## src/rtl/ex_muldiv_pkg.sv

```systemverilog
// Shared aluop encodings and the 32x32->64 multiply helper for the EX-stage mul/div unit.
// Encodings mirror the pipeline's EXE_*_OP definitions.
package ex_muldiv_pkg;

  localparam logic [7:0] EXE_NOP_OP   = 8'b0000_0000;
  localparam logic [7:0] EXE_MULT_OP  = 8'b0001_1000;
  localparam logic [7:0] EXE_MULTU_OP = 8'b0001_1001;
  localparam logic [7:0] EXE_DIV_OP   = 8'b0001_1010;
  localparam logic [7:0] EXE_DIVU_OP  = 8'b0001_1011;
  localparam logic [7:0] EXE_MADD_OP  = 8'b1010_0110;
  localparam logic [7:0] EXE_MADDU_OP = 8'b1010_1000;
  localparam logic [7:0] EXE_MSUB_OP  = 8'b1010_1010;
  localparam logic [7:0] EXE_MSUBU_OP = 8'b1010_1011;

  // Sign-extending to 64 bits first makes the truncated product correct for both signednesses.
  function automatic logic [63:0] mul64(input logic [31:0] a, input logic [31:0] b,
                                        input logic sgn);
    logic [63:0] ax;
    logic [63:0] bx;
    ax = sgn ? {{32{a[31]}}, a} : {32'b0, a};
    bx = sgn ? {{32{b[31]}}, b} : {32'b0, b};
    return ax * bx;
  endfunction

endpackage

```

## src/rtl/ex_muldiv_div.sv

```systemverilog
// Unsigned 32/32 restoring divider, one quotient bit per clock.
// done is high in the cycle whose clock edge retires the final iteration.
module div_core #(
  parameter int DIV_ITER = 32
) (
  input  logic        clk,
  input  logic        rst,
  input  logic        start,
  input  logic        abort,
  input  logic [31:0] dividend,
  input  logic [31:0] divisor,
  output logic [31:0] quotient,
  output logic [31:0] remainder,
  output logic        done
);

  localparam int CW = $clog2(DIV_ITER + 1);

  logic [CW-1:0] cnt_q;
  logic          busy_q;
  logic [31:0]   quo_q;
  logic [31:0]   rem_q;
  logic [31:0]   dsr_q;
  logic [32:0]   trial;

  // The partial remainder stays below the divisor, so a non-negative trial fits in 32 bits.
  assign trial = {rem_q, quo_q[31]} - {1'b0, dsr_q};

  always_ff @(posedge clk or posedge rst) begin
    if (rst) begin
      cnt_q  <= '0;
      busy_q <= 1'b0;
      quo_q  <= '0;
      rem_q  <= '0;
      dsr_q  <= '0;
    end else if (abort) begin
      cnt_q  <= '0;
      busy_q <= 1'b0;
    end else if (start) begin
      cnt_q  <= CW'(DIV_ITER);
      busy_q <= 1'b1;
      quo_q  <= dividend;
      rem_q  <= '0;
      dsr_q  <= divisor;
    end else if (busy_q) begin
      if (!trial[32]) begin
        rem_q <= trial[31:0];
        quo_q <= {quo_q[30:0], 1'b1};
      end else begin
        rem_q <= {rem_q[30:0], quo_q[31]};
        quo_q <= {quo_q[30:0], 1'b0};
      end
      cnt_q <= cnt_q - CW'(1);
      if (cnt_q == CW'(1)) busy_q <= 1'b0;
    end
  end

  assign done      = busy_q && (cnt_q == CW'(1));
  assign quotient  = quo_q;
  assign remainder = rem_q;

endmodule

```

## src/rtl/ex_muldiv.sv

```systemverilog
// EX-stage multiply/divide unit: single-cycle MULT, two-cycle MADD/MSUB, iterative DIV.
// Holds the pipeline via stallreq_o until the {HI,LO} result is presented.
//
// state      | meaning
// S_IDLE     | no multi-cycle op in progress; MULT answered combinationally
// S_MAC      | product registered, accumulate with forwarded HI/LO
// S_DIV_BUSY | divider iterating
// S_DONE     | signed-corrected divide result presented and held
import ex_muldiv_pkg::*;

module ex_muldiv #(
  parameter int DIV_ITER = 32
) (
  input  logic        clk,
  input  logic        rst,
  input  logic [7:0]  aluop_i,
  input  logic [31:0] reg1_i,
  input  logic [31:0] reg2_i,
  input  logic [31:0] hi_i,
  input  logic [31:0] lo_i,
  input  logic        stall_ex_i,
  input  logic        flush_i,
  output logic        stallreq_o,
  output logic [63:0] result_o,
  output logic        result_valid_o
);

  typedef enum logic [1:0] {S_IDLE, S_MAC, S_DIV_BUSY, S_DONE} state_t;

  state_t      state_q, state_d;
  logic [63:0] prod_q;
  logic        mac_sub_q;
  logic        q_neg_q;
  logic        r_neg_q;
  logic        div_zero_q;

  logic        is_mult, is_mac, is_div, is_msub;
  logic        mul_sgn, div_sgn;
  logic [63:0] product;
  logic [63:0] acc;
  logic [31:0] a_mag, b_mag;
  logic [31:0] quo_raw, rem_raw, quo_fix, rem_fix;
  logic        div_done;
  logic        div_start, div_ld, prod_ld;

  assign is_mult = (aluop_i == EXE_MULT_OP) || (aluop_i == EXE_MULTU_OP);
  assign is_mac  = (aluop_i == EXE_MADD_OP) || (aluop_i == EXE_MADDU_OP) ||
                   (aluop_i == EXE_MSUB_OP) || (aluop_i == EXE_MSUBU_OP);
  assign is_div  = (aluop_i == EXE_DIV_OP)  || (aluop_i == EXE_DIVU_OP);
  assign is_msub = (aluop_i == EXE_MSUB_OP) || (aluop_i == EXE_MSUBU_OP);
  assign mul_sgn = (aluop_i == EXE_MULT_OP) || (aluop_i == EXE_MADD_OP) ||
                   (aluop_i == EXE_MSUB_OP);
  assign div_sgn = (aluop_i == EXE_DIV_OP);

  // One multiplier serves both the MULT result and the MADD/MSUB product register.
  assign product = mul64(reg1_i, reg2_i, mul_sgn);
  assign acc     = {hi_i, lo_i};

  // Negating 0x80000000 yields 0x80000000, which read unsigned is the required 2^31.
  assign a_mag = (div_sgn && reg1_i[31]) ? (32'd0 - reg1_i) : reg1_i;
  assign b_mag = (div_sgn && reg2_i[31]) ? (32'd0 - reg2_i) : reg2_i;

  assign quo_fix = q_neg_q ? (32'd0 - quo_raw) : quo_raw;
  assign rem_fix = r_neg_q ? (32'd0 - rem_raw) : rem_raw;

  div_core #(.DIV_ITER(DIV_ITER)) u_div_core (
    .clk       (clk),
    .rst       (rst),
    .start     (div_start),
    .abort     (flush_i),
    .dividend  (a_mag),
    .divisor   (b_mag),
    .quotient  (quo_raw),
    .remainder (rem_raw),
    .done      (div_done)
  );

  always_ff @(posedge clk or posedge rst) begin
    if (rst) begin
      state_q    <= S_IDLE;
      prod_q     <= '0;
      mac_sub_q  <= 1'b0;
      q_neg_q    <= 1'b0;
      r_neg_q    <= 1'b0;
      div_zero_q <= 1'b0;
    end else begin
      state_q <= state_d;
      if (prod_ld) begin
        prod_q    <= product;
        mac_sub_q <= is_msub;
      end
      if (div_ld) begin
        q_neg_q    <= div_sgn && (reg1_i[31] ^ reg2_i[31]);
        r_neg_q    <= div_sgn && reg1_i[31];
        div_zero_q <= (reg2_i == 32'd0);
      end
    end
  end

  always_comb begin
    state_d        = state_q;
    stallreq_o     = 1'b0;
    result_valid_o = 1'b0;
    result_o       = '0;
    div_start      = 1'b0;
    div_ld         = 1'b0;
    prod_ld        = 1'b0;

    case (state_q)
      S_IDLE: begin
        if (is_mult) begin
          result_o       = product;
          result_valid_o = 1'b1;
        end else if (is_mac) begin
          stallreq_o = 1'b1;
          prod_ld    = 1'b1;
          state_d    = S_MAC;
        end else if (is_div) begin
          stallreq_o = 1'b1;
          div_ld     = 1'b1;
          if (reg2_i == 32'd0) begin
            state_d = S_DONE;
          end else begin
            div_start = 1'b1;
            state_d   = S_DIV_BUSY;
          end
        end
      end
      S_MAC: begin
        result_o       = mac_sub_q ? (acc - prod_q) : (acc + prod_q);
        result_valid_o = 1'b1;
        state_d        = S_IDLE;
      end
      S_DIV_BUSY: begin
        stallreq_o = 1'b1;
        if (div_done) state_d = S_DONE;
      end
      S_DONE: begin
        result_o       = div_zero_q ? 64'd0 : {rem_fix, quo_fix};
        result_valid_o = 1'b1;
        if (!stall_ex_i) state_d = S_IDLE;
      end
      default: state_d = S_IDLE;
    endcase

    if (flush_i) begin
      state_d   = S_IDLE;
      div_start = 1'b0;
      div_ld    = 1'b0;
      prod_ld   = 1'b0;
    end

    // Outputs are forced quiet for the whole reset pulse, whatever aluop_i shows.
    if (rst) begin
      stallreq_o     = 1'b0;
      result_valid_o = 1'b0;
      result_o       = '0;
    end
  end

endmodule

```

## config.mk

```make
export PLATFORM = sky130hd
export DESIGN_NAME = ex_muldiv
export DESIGN_NICKNAME = d
export VERILOG_FILES = /design/src/rtl/ex_muldiv_pkg.sv /design/src/rtl/ex_muldiv_div.sv /design/src/rtl/ex_muldiv.sv
export SDC_FILE = /design/constraint.sdc
export NUM_CORES = 2
export LEC_CHECK = 0
export BUFFER_PORTS_ARGS = -buffer_cell sky130_fd_sc_hd__clkbuf_2
export CAP_MARGIN = 20
export CORE_ASPECT_RATIO = 1.5
export CORE_MARGIN = 1.5
export CORE_UTILIZATION = 50
export CTS_BUF_LIST = sky130_fd_sc_hd__clkbuf_16
export CTS_CLUSTER_SIZE = 12
export DETAILED_ROUTE_END_ITERATION = 12
export PLACE_DENSITY = 0.74
export SYNTH_ARGS = -nofsm -noshare
export SYNTH_HDL_FRONTEND = slang
export SYNTH_SLANG_ARGS = --single-unit
```

## constraint.sdc

```tcl
create_clock -name clk -period 11.83 [get_ports clk]
set_input_delay 0.5915 -clock clk [delete_from_list [all_inputs] [get_ports clk]]
set_output_delay 0.5915 -clock clk [all_outputs]
set_load 0.05 [all_outputs]
```

==> results.cfg <==
[clocking]
cts_setup_buffers = 0
clk_pin_slew_ns = 0.08
cts_made_buffers = 17
cts_tree = done
worstSkewPairLatency_ns = 0.46
post_cts_resize_count = 0
clk_path_buf_depth = 2
cts_root_buf = clkbuf_16
ctsHoldBuffers = 0
cts.sinks = 173
htreeDepth = 4

[sta]
worst_pin_slew_ns = 1.15
setup_ws_ns = 0.316
period_share = 0.973
max_freq_mhz = 86.8
setup_tns_ns = 0
final_max_slew_viol_count = 0
hold_viol_final = 0
slew_headroom = 0.235
fin_crit_ns = 11.51
hold-worst-slack_ns = 0.372
fin_skew_ns = 0.0120
finalSetupViolations = 0

[worst_setup_path]
regToRegSetupSlack_ns = 7.44
crit_type = in -> out
ff2ff_path_depth = 16
required_ns = 11.24
crit_fanout = 21
rr_endpoint = u_div_core.remainder[3]
cpPeakStageDelay_ns = 0.94
start_kind = input pin
path_common_cell = fa_1
r2r_start = u_div_core.quotient[31]
slowest_stage = a222oi_1
endpoint_kind = output pin
worstPathArrival_ns = 10.92

[synth]
synth_cell_types = 95
synth-async-reset-ratio = 1.00
synth-seq-area-share = 0.0669
ys_ff_latch = 173
syn_inst = 7469
synth_warnings = 0
syn_nets = 9444
synthFlopType = dfrtp_1
netlist_area_sq_mm = 0.0648
syn_avg_cell_area_sq_um = 8.67
synth_edf_count = 0

[finish]
synthToLayoutAreaGrowth_pct = 6.04
layout.nets = 9411
nFillCells = 11965
seq_area_sq_mm = 0.00433
drive_above_1_share = 0.0620
multi_input_area_sq_mm = 0.0527
finish.instance_area_sq_mm = 0.0687

[floorplan]
io_pins = 206
die_y_microns = 444
fp.dieW_microns = 297
start_util = 0.504
core_sq_mm = 0.129
num_rows = 161
die_area_sq_mm = 0.132

[grt]
antenna_found_initial = 27
grt_pass1_wl_mm = 347
grt.overflow.total = 0
grt_util_all_layers = 0.352
grt_max_degree = 95
grt_pass1_vias = 58029

[detailed_routing]
antenna_left = 0
wl_mm = 226
wl_per_cell_microns = 24.7
viasPerCell = 5.74
first_iter_violations = 4014
dr.pass1.iters = 6
drc_errors = 0
num_vias = 52678

[worst_hold_path]
min_from = flush_i
hold_path.class = in -> reg
min_path_cells = 2
whs_endpoint = state_q[1]

[outcome]
outcome = finished clean

[job]
maxCapViolCount = 0

[placement]
post_dp_cell_area_sq_mm = 0.0680
place.detailed.hpwl_mm = 193
pre_cts_slack_ns = 0.0828
io_buffer_count = 205
gp_routability_congestion = 1.03
## how the worst max path moves through the flow
stage                     slack [ns]  cells after the start            to  startpoint
final                           0.32                     34  result_o[49]  aluop_i[6]
after global routing           -0.05                     36  result_o[49]  aluop_i[6]
after CTS                       0.06                     34  result_o[49]  aluop_i[6]
after detailed placement        0.08                     34  result_o[49]  aluop_i[6]
after global placement          0.17                     34  result_o[49]  aluop_i[6]
after floorplan                 0.70                     34  result_o[62]  aluop_i[6]
## critical path: cells and delay by family
family | cells | cell delay, ns
buf+inv | 9 | 1.05
compound gates | 7 | 2.17
xor+xnor | 1 | 0.20
fa+ha+maj | 11 | 5.60
simple gates | 6 | 1.24
## placed cells by master (no fill, tap or decap), types with 38 or more instances in the layout
cell,n
nor2_1,224
fa_1,1413
xnor2_1,273
dfrtp_1,172
nand3_1,38
and2_1,350
ha_1,419
clkbuf_2,182
inv_1,1654
o21ai_0,170
o21ai_1,100
nand4_1,39
and3_1,45
nor3_1,53
nand2_1,1098
buf_4,154
a21o_1,80
a22oi_1,46
xor2_1,120
a21oi_1,253
## Yosys cell counts, types with 6 or more instances
master	instances	share of area
xor2_1	120	0.016
nand2b_1	30	0.0029
buf_1	46	0.0027
o21ai_1	100	0.0077
or2_2	8	0.00077
xnor2_1	276	0.037
and3_1	46	0.0044
nor4_1	21	0.0020
a21o_1	81	0.0094
and2_1	351	0.034
o41ai_1	12	0.0016
a221oi_1	10	0.0014
nand3_1	39	0.0030
or3_1	25	0.0024
o21ai_0	170	0.013
inv_1	1654	0.096
a21boi_0	6	0.00070
a211oi_1	19	0.0022
o22ai_1	27	0.0026
a222oi_1	21	0.0032
dfrtp_1	173	0.067
a31oi_1	32	0.0031
o31ai_1	35	0.0041
buf_2	20	0.0015
o21bai_1	27	0.0031
a21oi_1	256	0.020
and4_1	8	0.0011
o21a_1	25	0.0029
nor3b_1	8	0.00093
mux2i_1	10	0.0015
o211ai_1	12	0.0014
ha_1	420	0.081
or4_1	9	0.0010
a22oi_1	47	0.0054
nor2_1	228	0.013
a32oi_1	10	0.0014
nor2b_1	19	0.0018
nand2_1	1099	0.064
nor3_1	54	0.0042
a22o_1	12	0.0016
nand4_1	39	0.0038
fa_1	1415	0.44
clkbuf_1	348	0.020
## cells by family (layout without fill, tap and decap cells)
logic type               after synthesis  count (layout)  share of synthesized area
AND/OR/NAND/NOR                     2012            2012                      0.143
AO/OA/AOI/OAI                        961             961                     0.0937
buffers and inverters               2073            2053                      0.121
flip-flops                           173             173                     0.0669
other                                  0              12                          0
XOR/XNOR                             397             397                     0.0538
adder cells (fa/ha/maj)             1838            1838                      0.519
multiplexers                          15              15                    0.00242
## cell type report
| cell class | count | area share |
|---|---|---|
| well taps | 1711 | 0.0312 |
| diodes | 12 | 0.000437 |
| flip-flops and latches | 173 | 0.0631 |
| clock buffers | 17 | 0.00620 |
| clock inverters | 15 | 0.00184 |
| repair buffers | 365 | 0.0387 |
| multi-input cells | 5223 | 0.768 |
| inverters | 1656 | 0.0906 |
## state kept, by name, summed over array words and instances (netlist names)
name and flops:
u_div_core.quotient 32, r_neg_q 1, u_div_core.busy_q 1, div_zero_q 1, state_q 2, q_neg_q 1
prod_q 64, u_div_core.cnt_q 6, u_div_core.dsr_q 32, u_div_core.remainder 32, mac_sub_q 1
## per-layer routing
layer,global-route usage,part of all wire,vias to the layer above
met2,0.624,0.50,2314
met4,0.271,0.094,18
met3,0.0627,0.072,860
met1,0.370,0.33,26910
li1,-,-,22576
met5,0,0.00048,-
## metrics by stage
| step | utilization | instances |
|---|---|---|
| 2_1_floorplan | - | 7469 |
| 3_3_place_gp | 0.529 | 9125 |
| 3_5_place_dp | 0.529 | 9127 |
| 4_1_cts | 0.533 | 9159 |
| 5_1_grt | 0.534 | 9166 |
| 6_report | 0.534 | 9172 |
Power is left out: the tool's default activity adds up to more than one toggle a clock period on the data nets, which glitch-free logic cannot reach.
